[config.mk]
export PLATFORM = sky130hd
export DESIGN_NAME = knn_sched
export DESIGN_NICKNAME = d
export VERILOG_FILES = /design/src/rtl/knn_sched.sv
export SDC_FILE = /design/constraint.sdc
export NUM_CORES = 1
export LEC_CHECK = 0
export CORE_MARGIN = 10
export CORE_UTILIZATION = 52
export CTS_BUF_LIST = sky130_fd_sc_hd__clkbuf_8
export DETAILED_ROUTE_END_ITERATION = 16
export GPL_ROUTABILITY_DRIVEN = 0
export GPL_TIMING_DRIVEN = 0
export PLACE_DENSITY = 0.81
export SETUP_SLACK_MARGIN = 0.5
export SLEW_MARGIN = 20
export SYNTH_ARGS = -nofsm -noshare
export SYNTH_HDL_FRONTEND = slang
export SYNTH_SLANG_ARGS = --single-unit
[constraint.sdc]
create_clock -name clk -period 2.5 [get_ports clk]
set_input_delay 0.5 -clock clk [delete_from_list [all_inputs] [get_ports clk]]
set_output_delay 0.5 -clock clk [all_outputs]
set_load 0.005 [all_outputs]
[src/rtl/knn_sched.sv]
// knn_sched: walks the training ROM one instance at a time through update_knn, then runs knn_vote once.
// Optional watchdog under macro KNN_TIMEOUT_EN aborts a stalled handshake after TIMEOUT_CYC cycles.
module knn_sched #(
  parameter int TRAIN_PER_DIGIT = 180,
  parameter int ADDR_W          = 15,
  parameter int TIMEOUT_CYC     = 1023
) (
  input  logic              clk,
  input  logic              rst,
  input  logic              start,
  output logic              busy,
  output logic              done,
  output logic [3:0]        digit_out,
  output logic              err,
  output logic [ADDR_W-1:0] train_addr,
  output logic              train_ce,
  output logic              upd_start,
  input  logic              upd_done,
  output logic [3:0]        upd_offset,
  output logic              vote_start,
  input  logic              vote_done,
  input  logic [3:0]        vote_result
);

  localparam int IDX_W = (TRAIN_PER_DIGIT > 1) ? $clog2(TRAIN_PER_DIGIT) : 1;
  localparam logic [ADDR_W-1:0] LAST_ADDR = ADDR_W'(10 * TRAIN_PER_DIGIT - 1);
  localparam logic [IDX_W-1:0]  LAST_IDX  = IDX_W'(TRAIN_PER_DIGIT - 1);

  if (TRAIN_PER_DIGIT < 1 || ADDR_W > 30 || (10 * TRAIN_PER_DIGIT) > (1 << ADDR_W) || TIMEOUT_CYC < 1)
  begin : g_bad_cfg
    $error("knn_sched: invalid parameter combination");
  end

  typedef enum logic [2:0] {
    S_IDLE,
    S_FETCH,
    S_UPD,
    S_VOTE,
    S_FIN
  } state_t;

  state_t            state;
  state_t            state_nxt;
  logic [IDX_W-1:0]  idx;
  logic [IDX_W-1:0]  idx_nxt;
  logic [ADDR_W-1:0] addr_nxt;
  logic [3:0]        cls_nxt;
  logic [3:0]        digit_nxt;
  logic              timeout;

`ifdef KNN_TIMEOUT_EN
  localparam int WAIT_W = $clog2(TIMEOUT_CYC + 1);
  localparam logic [WAIT_W-1:0] WAIT_LAST = WAIT_W'(TIMEOUT_CYC - 1);

  logic [WAIT_W-1:0] wait_cnt;

  // Counter restarts on every state change, so each UPD/VOTE visit gets a full window.
  always_ff @(posedge clk) begin
    if (rst) begin
      wait_cnt <= '0;
    end else if (state_nxt != state) begin
      wait_cnt <= '0;
    end else if (state == S_UPD || state == S_VOTE) begin
      wait_cnt <= wait_cnt + 1'b1;
    end
  end

  assign timeout = (state == S_UPD || state == S_VOTE) && (wait_cnt == WAIT_LAST);

  always_ff @(posedge clk) begin
    if (rst) begin
      err <= 1'b0;
    end else if (state == S_IDLE && start) begin
      err <= 1'b0;
    end else if ((state == S_UPD && !upd_done && timeout) ||
                 (state == S_VOTE && !vote_done && timeout)) begin
      err <= 1'b1;
    end
  end
`else
  assign timeout = 1'b0;
  assign err     = 1'b0;
`endif

  always_ff @(posedge clk) begin
    if (rst) begin
      state <= S_IDLE;
    end else begin
      state <= state_nxt;
    end
  end

  always_comb begin
    state_nxt = state;
    addr_nxt  = train_addr;
    idx_nxt   = idx;
    cls_nxt   = upd_offset;
    digit_nxt = digit_out;
    case (state)
      S_IDLE: begin
        if (start) begin
          state_nxt = S_FETCH;
          addr_nxt  = '0;
          idx_nxt   = '0;
          cls_nxt   = 4'd0;
        end
      end
      S_FETCH: state_nxt = S_UPD;
      S_UPD: begin
        if (upd_done) begin
          if (train_addr == LAST_ADDR) begin
            state_nxt = S_VOTE;
          end else begin
            state_nxt = S_FETCH;
            addr_nxt  = train_addr + 1'b1;
            // Class advances only when the within-class index wraps.
            if (idx == LAST_IDX) begin
              idx_nxt = '0;
              cls_nxt = upd_offset + 4'd1;
            end else begin
              idx_nxt = idx + 1'b1;
            end
          end
        end else if (timeout) begin
          state_nxt = S_FIN;
          digit_nxt = 4'hF;
        end
      end
      S_VOTE: begin
        if (vote_done) begin
          state_nxt = S_FIN;
          digit_nxt = vote_result;
        end else if (timeout) begin
          state_nxt = S_FIN;
          digit_nxt = 4'hF;
        end
      end
      S_FIN:   state_nxt = S_IDLE;
      default: state_nxt = S_IDLE;
    endcase
  end

  // Outputs are decoded from the next state so they line up with the state register.
  always_ff @(posedge clk) begin
    if (rst) begin
      busy       <= 1'b0;
      done       <= 1'b0;
      train_ce   <= 1'b0;
      upd_start  <= 1'b0;
      vote_start <= 1'b0;
      train_addr <= '0;
      upd_offset <= 4'd0;
      digit_out  <= 4'd0;
      idx        <= '0;
    end else begin
      busy       <= (state_nxt != S_IDLE);
      done       <= (state_nxt == S_FIN);
      train_ce   <= (state_nxt == S_FETCH);
      upd_start  <= (state_nxt == S_UPD);
      vote_start <= (state_nxt == S_VOTE);
      train_addr <= addr_nxt;
      upd_offset <= cls_nxt;
      digit_out  <= digit_nxt;
      idx        <= idx_nxt;
    end
  end

endmodule

==> results.tsv <==
stage	metric	value	unit
timing	fin_setup_tns	0	ns
floorplanning	pin_count	38	
cells_and_area	drive_gt1_share	22.01	%
critical_path	r2r_end	idx[2]$_SDFFE_PP0P_	
cells_and_area	area_growth	42.32	%
critical_path	crit_path_end_kind	register	
critical_path	arrival	2.25	ns
placement	dp_cells	285	
placement	place_hpwl	3305	microns
floorplanning	start_util	53.98	%
power_and_ir_drop	powerDensity	490.7	nW/um^2
global_routing	grt_max_degree	13	
floorplanning	coreArea	3363	sq um
clock_tree	cts-buffers-inserted	5	
timing	setup_viol	0	
critical_path	start_kind	input pin	
clock_tree	ctsHoldBuffers	0	
logic_synthesis	yosysWarnings	0	
power_and_ir_drop	cellLeakagePower	0.8774	nW
critical_path	path_cells	clkdlybuf4s50_1, nor2b_4, o21ai_4, clkbuf_2, a2111oi_0, xnor2_1, nor2_1	
drt	post_drt_wl_per_cell	16.59	microns
timing	worst_slew_pin_slew	0.7223	ns
drt	drt_iter0_drc	121	
drt	drtAntennaViolNets	0	
timing	finalMaxSlewViolations	0	
critical_path	startpoint	start	
drt	via_per_inst	5.780	
global_routing	grt_pass1_wl	7790	microns
drt	drc_errors	0	
timing	grt_setup_unrepaired	yes	
cells_and_area	fillers	249	
clock_tree	cts_root_buffer	clkbuf_8	
placement	post_dp_cell_area	2252	sq um
critical_path	crit_fanout	10	
critical_path	cp_slowest_stage_delay	0.47	ns
drt	wl	5059	microns
clock_tree	cts_buffer_depth	2	
logic_synthesis	synth_most_common_cell	dfxtp_1	
cells_and_area	diodes	0	
global_routing	gr-total-overflow	0	
logic_synthesis	synth_flop_cell	dfxtp_1	
worst_hold_path	hold_path_class	reg2reg	
timing	hold_viol	0	
logic_synthesis	synth_commonest_cells	dfxtp_1 (39), nor2_1 (24), nand2_1 (19), a21oi_1 (13), nand3_1 (13)	
critical_path	reg2reg_depth	8	
cells_and_area	final_util	76.82	%
critical_path	slowest_stage	a2111oi_0	
timing	finalCritPeriodShare	83.04	%
global_routing	grt_usage	15.18	%
placement	place_ws	-0.03684	ns
floorplanning	dieHeight	79.09	microns
logic_synthesis	synthesis.nets	215	
clock_tree	cts.sinks	39	
power_and_ir_drop	ir_drop	454.0	uV
floorplanning	die-area	6254	sq um
timing	fin_ws	0.4239	ns
placement	io_buffers	36	
critical_path	critPathTopFamily	buffers and inverters	
global_routing	grt_pass1_vias	1681	
critical_path	r2r-start	train_addr[0]$_SDFFE_PP0P_	
logic_synthesis	synth_edf_count	0	
critical_path	critical_path_class	in2reg	
logic_synthesis	synth_top_area_share	43.00	%
timing	fmax	481.7	MHz
timing	maxSlewHeadroom	51.84	%
logic_synthesis	ys_ff_latch	39	
clock_tree	insertion_delay	0.29	ns
job	cap_violations	0	
critical_path	crit_required	2.67	ns
logic_synthesis	ys_seq_area_share	43.00	%
timing	period_needed	2.076	ns
clock_tree	cts_tree	yes	
logic_synthesis	synth_area_per_cell	8.943	sq um
worst_hold_path	min_path_cells	2	
logic_synthesis	synth_largest_area_cell	dfxtp_1	
critical_path	r2r_slack	0.43	ns
clock_tree	htreeDepth	2	
floorplanning	num_rows	21	
clock_tree	clk_pin_slew_worst_paths	0.08	ns
drt	vias	1763	
timing	finalClockSkew	0.009131	ns
logic_synthesis	synth_area	1815	sq um
cells_and_area	layout.nets	270	
logic_synthesis	synth_area_leaders	dfxtp_1 (43%), xnor2_1 (5.3%), nor2_1 (5.0%)	
logic_synthesis	syn_inst	203	
cells_and_area	final_design_area_no_fill	2584	sq um
logic_synthesis	yosys.cell_types.count	43	
floorplanning	die_width	79.09	microns
status	outcome	completed	
worst_hold_path	hp-start	idx[7]$_SDFFE_PP0P_	
cells_and_area	layout.cells.non_filler	305	
logic_synthesis	async_reset_ff_share	0	%
critical_path	critPathBufInv	2	
worst_hold_path	min_to	idx[7]$_SDFFE_PP0P_	
drt	dr.pass1.iters	6	
global_routing	antenna_found_initial	0	
cell usage in the layout, fill, tap and decap left out, types with 2 or more instances in the layout:
master,count
nand2_2,2
nand2_1,17
buf_6,5
a31oi_1,2
a211oi_1,4
nand4_1,3
o21ai_0,6
nor2b_4,3
mux2i_1,5
nor3_1,2
buf_4,10
a32o_1,2
clkbuf_1,4
nor4_1,3
nand3_1,13
clkbuf_8,7
xnor2_1,11
dfxtp_2,6
ha_1,2
dfxtp_1,31
clkbuf_2,2
or3_1,4
inv_1,5
o31ai_2,2
a21oi_1,12
o31ai_1,2
clkdlybuf4s50_1,35
nor2_1,23
dfxtp_4,2
or4_1,4
final cells by class:
class                           instances  area, sq um  share of cell area (%)
Sequential cell                        39        795.8                   30.80
Buffer                                  9        55.05                   2.131
Clock inverter                          1        7.507                  0.2906
Tap cell                               46        57.56                   2.228
Multi-Input combinational cell        150         1092                   42.28
Clock buffer                            7        96.34                   3.729
Inverter                                5        18.77                  0.7264
Timing Repair Buffer                   48        460.4                   17.82
tightest hold or removal path, delay by kind of cell, from the launching register on:
| kind | cells | cell delay, ns |
|---|---|---|
| AOI/OAI and AO/OA | 2 | 0.13 |
| DFF | 1 | 0.32 |
sequential cells by signal, summed over array words and instances, names as in the netlist:
register,cells
train_addr,15
busy,1
digit_out,4
upd_start,1
train_ce,1
vote_start,1
upd_offset,4
done,1
state,3
idx,8
worst max-delay path by stage:
stage / to / slack [ns] / depth (start not counted)
finish: train_addr[7]$_SDFFE_PP0P_ / 0.42 / 7
global route: train_addr[7]$_SDFFE_PP0P_ / 0.32 / 7
CTS: upd_offset[3]$_SDFFE_PP0P_ / 0.48 / 7
detailed placement: train_addr[8]$_SDFFE_PP0P_ / -0.04 / 7
global placement: train_addr[7]$_SDFFE_PP0P_ / -0.004 / 7
floorplan: train_ce$_SDFF_PP0_ / 0.51 / 7
metal layers:
layer  part of all wire [%]  track usage (%)  vias up
li1                       -                -      840
met1                     41            17.35      860
met2                     50            24.80       55
met3                    7.9            5.743        8
met4                    1.4            6.452        0
met5                      0                0        -
kinds of logic (layout without fill, tap and decap cells):
logic type / Yosys count / after routing / share of synthesized area, %
buffers and inverters: 14 / 70 / 3.721
other: 1 / 1 / 0.2066
adders and majority gates: 3 / 3 / 2.068
and+or+nand+nor: 89 / 89 / 27.29
DFF: 39 / 39 / 43.00
AOI/OAI and AO/OA: 41 / 41 / 15.64
muxes: 5 / 5 / 2.757
xor gates and xnor gates: 11 / 11 / 5.307
report_power, final:
part / internal, mW / switching (mW) / total (mW) / leakage, nW
registers: 0.631 / 0.00902 / 0.640 / 0.320
clock network: 0.251 / 0.228 / 0.479 / 0.0505
logic: 0.0657 / 0.0832 / 0.149 / 0.507
metrics by stage:
| step | hold slack [ns] | power [mW] |
|---|---|---|
| finish | 0.4945 | 1.268 |
| global route | 0.5219 | 1.304 |
| CTS | 0.4998 | 1.251 |
| detailed placement | 0.4859 | 0.7676 |
| global placement | 0.4717 | 0.7660 |
| floorplan | 0.4534 | 0.7186 |
repair_timing:
item | in CTS | in global routing
setup buffers | 7 | 3
pin swaps | 7 | 14
setup endpoints to repair | 30 | 29
gates resized for setup | 19 | 22
cloned | 2 | 0
Power figures use the tool's default switching activity.
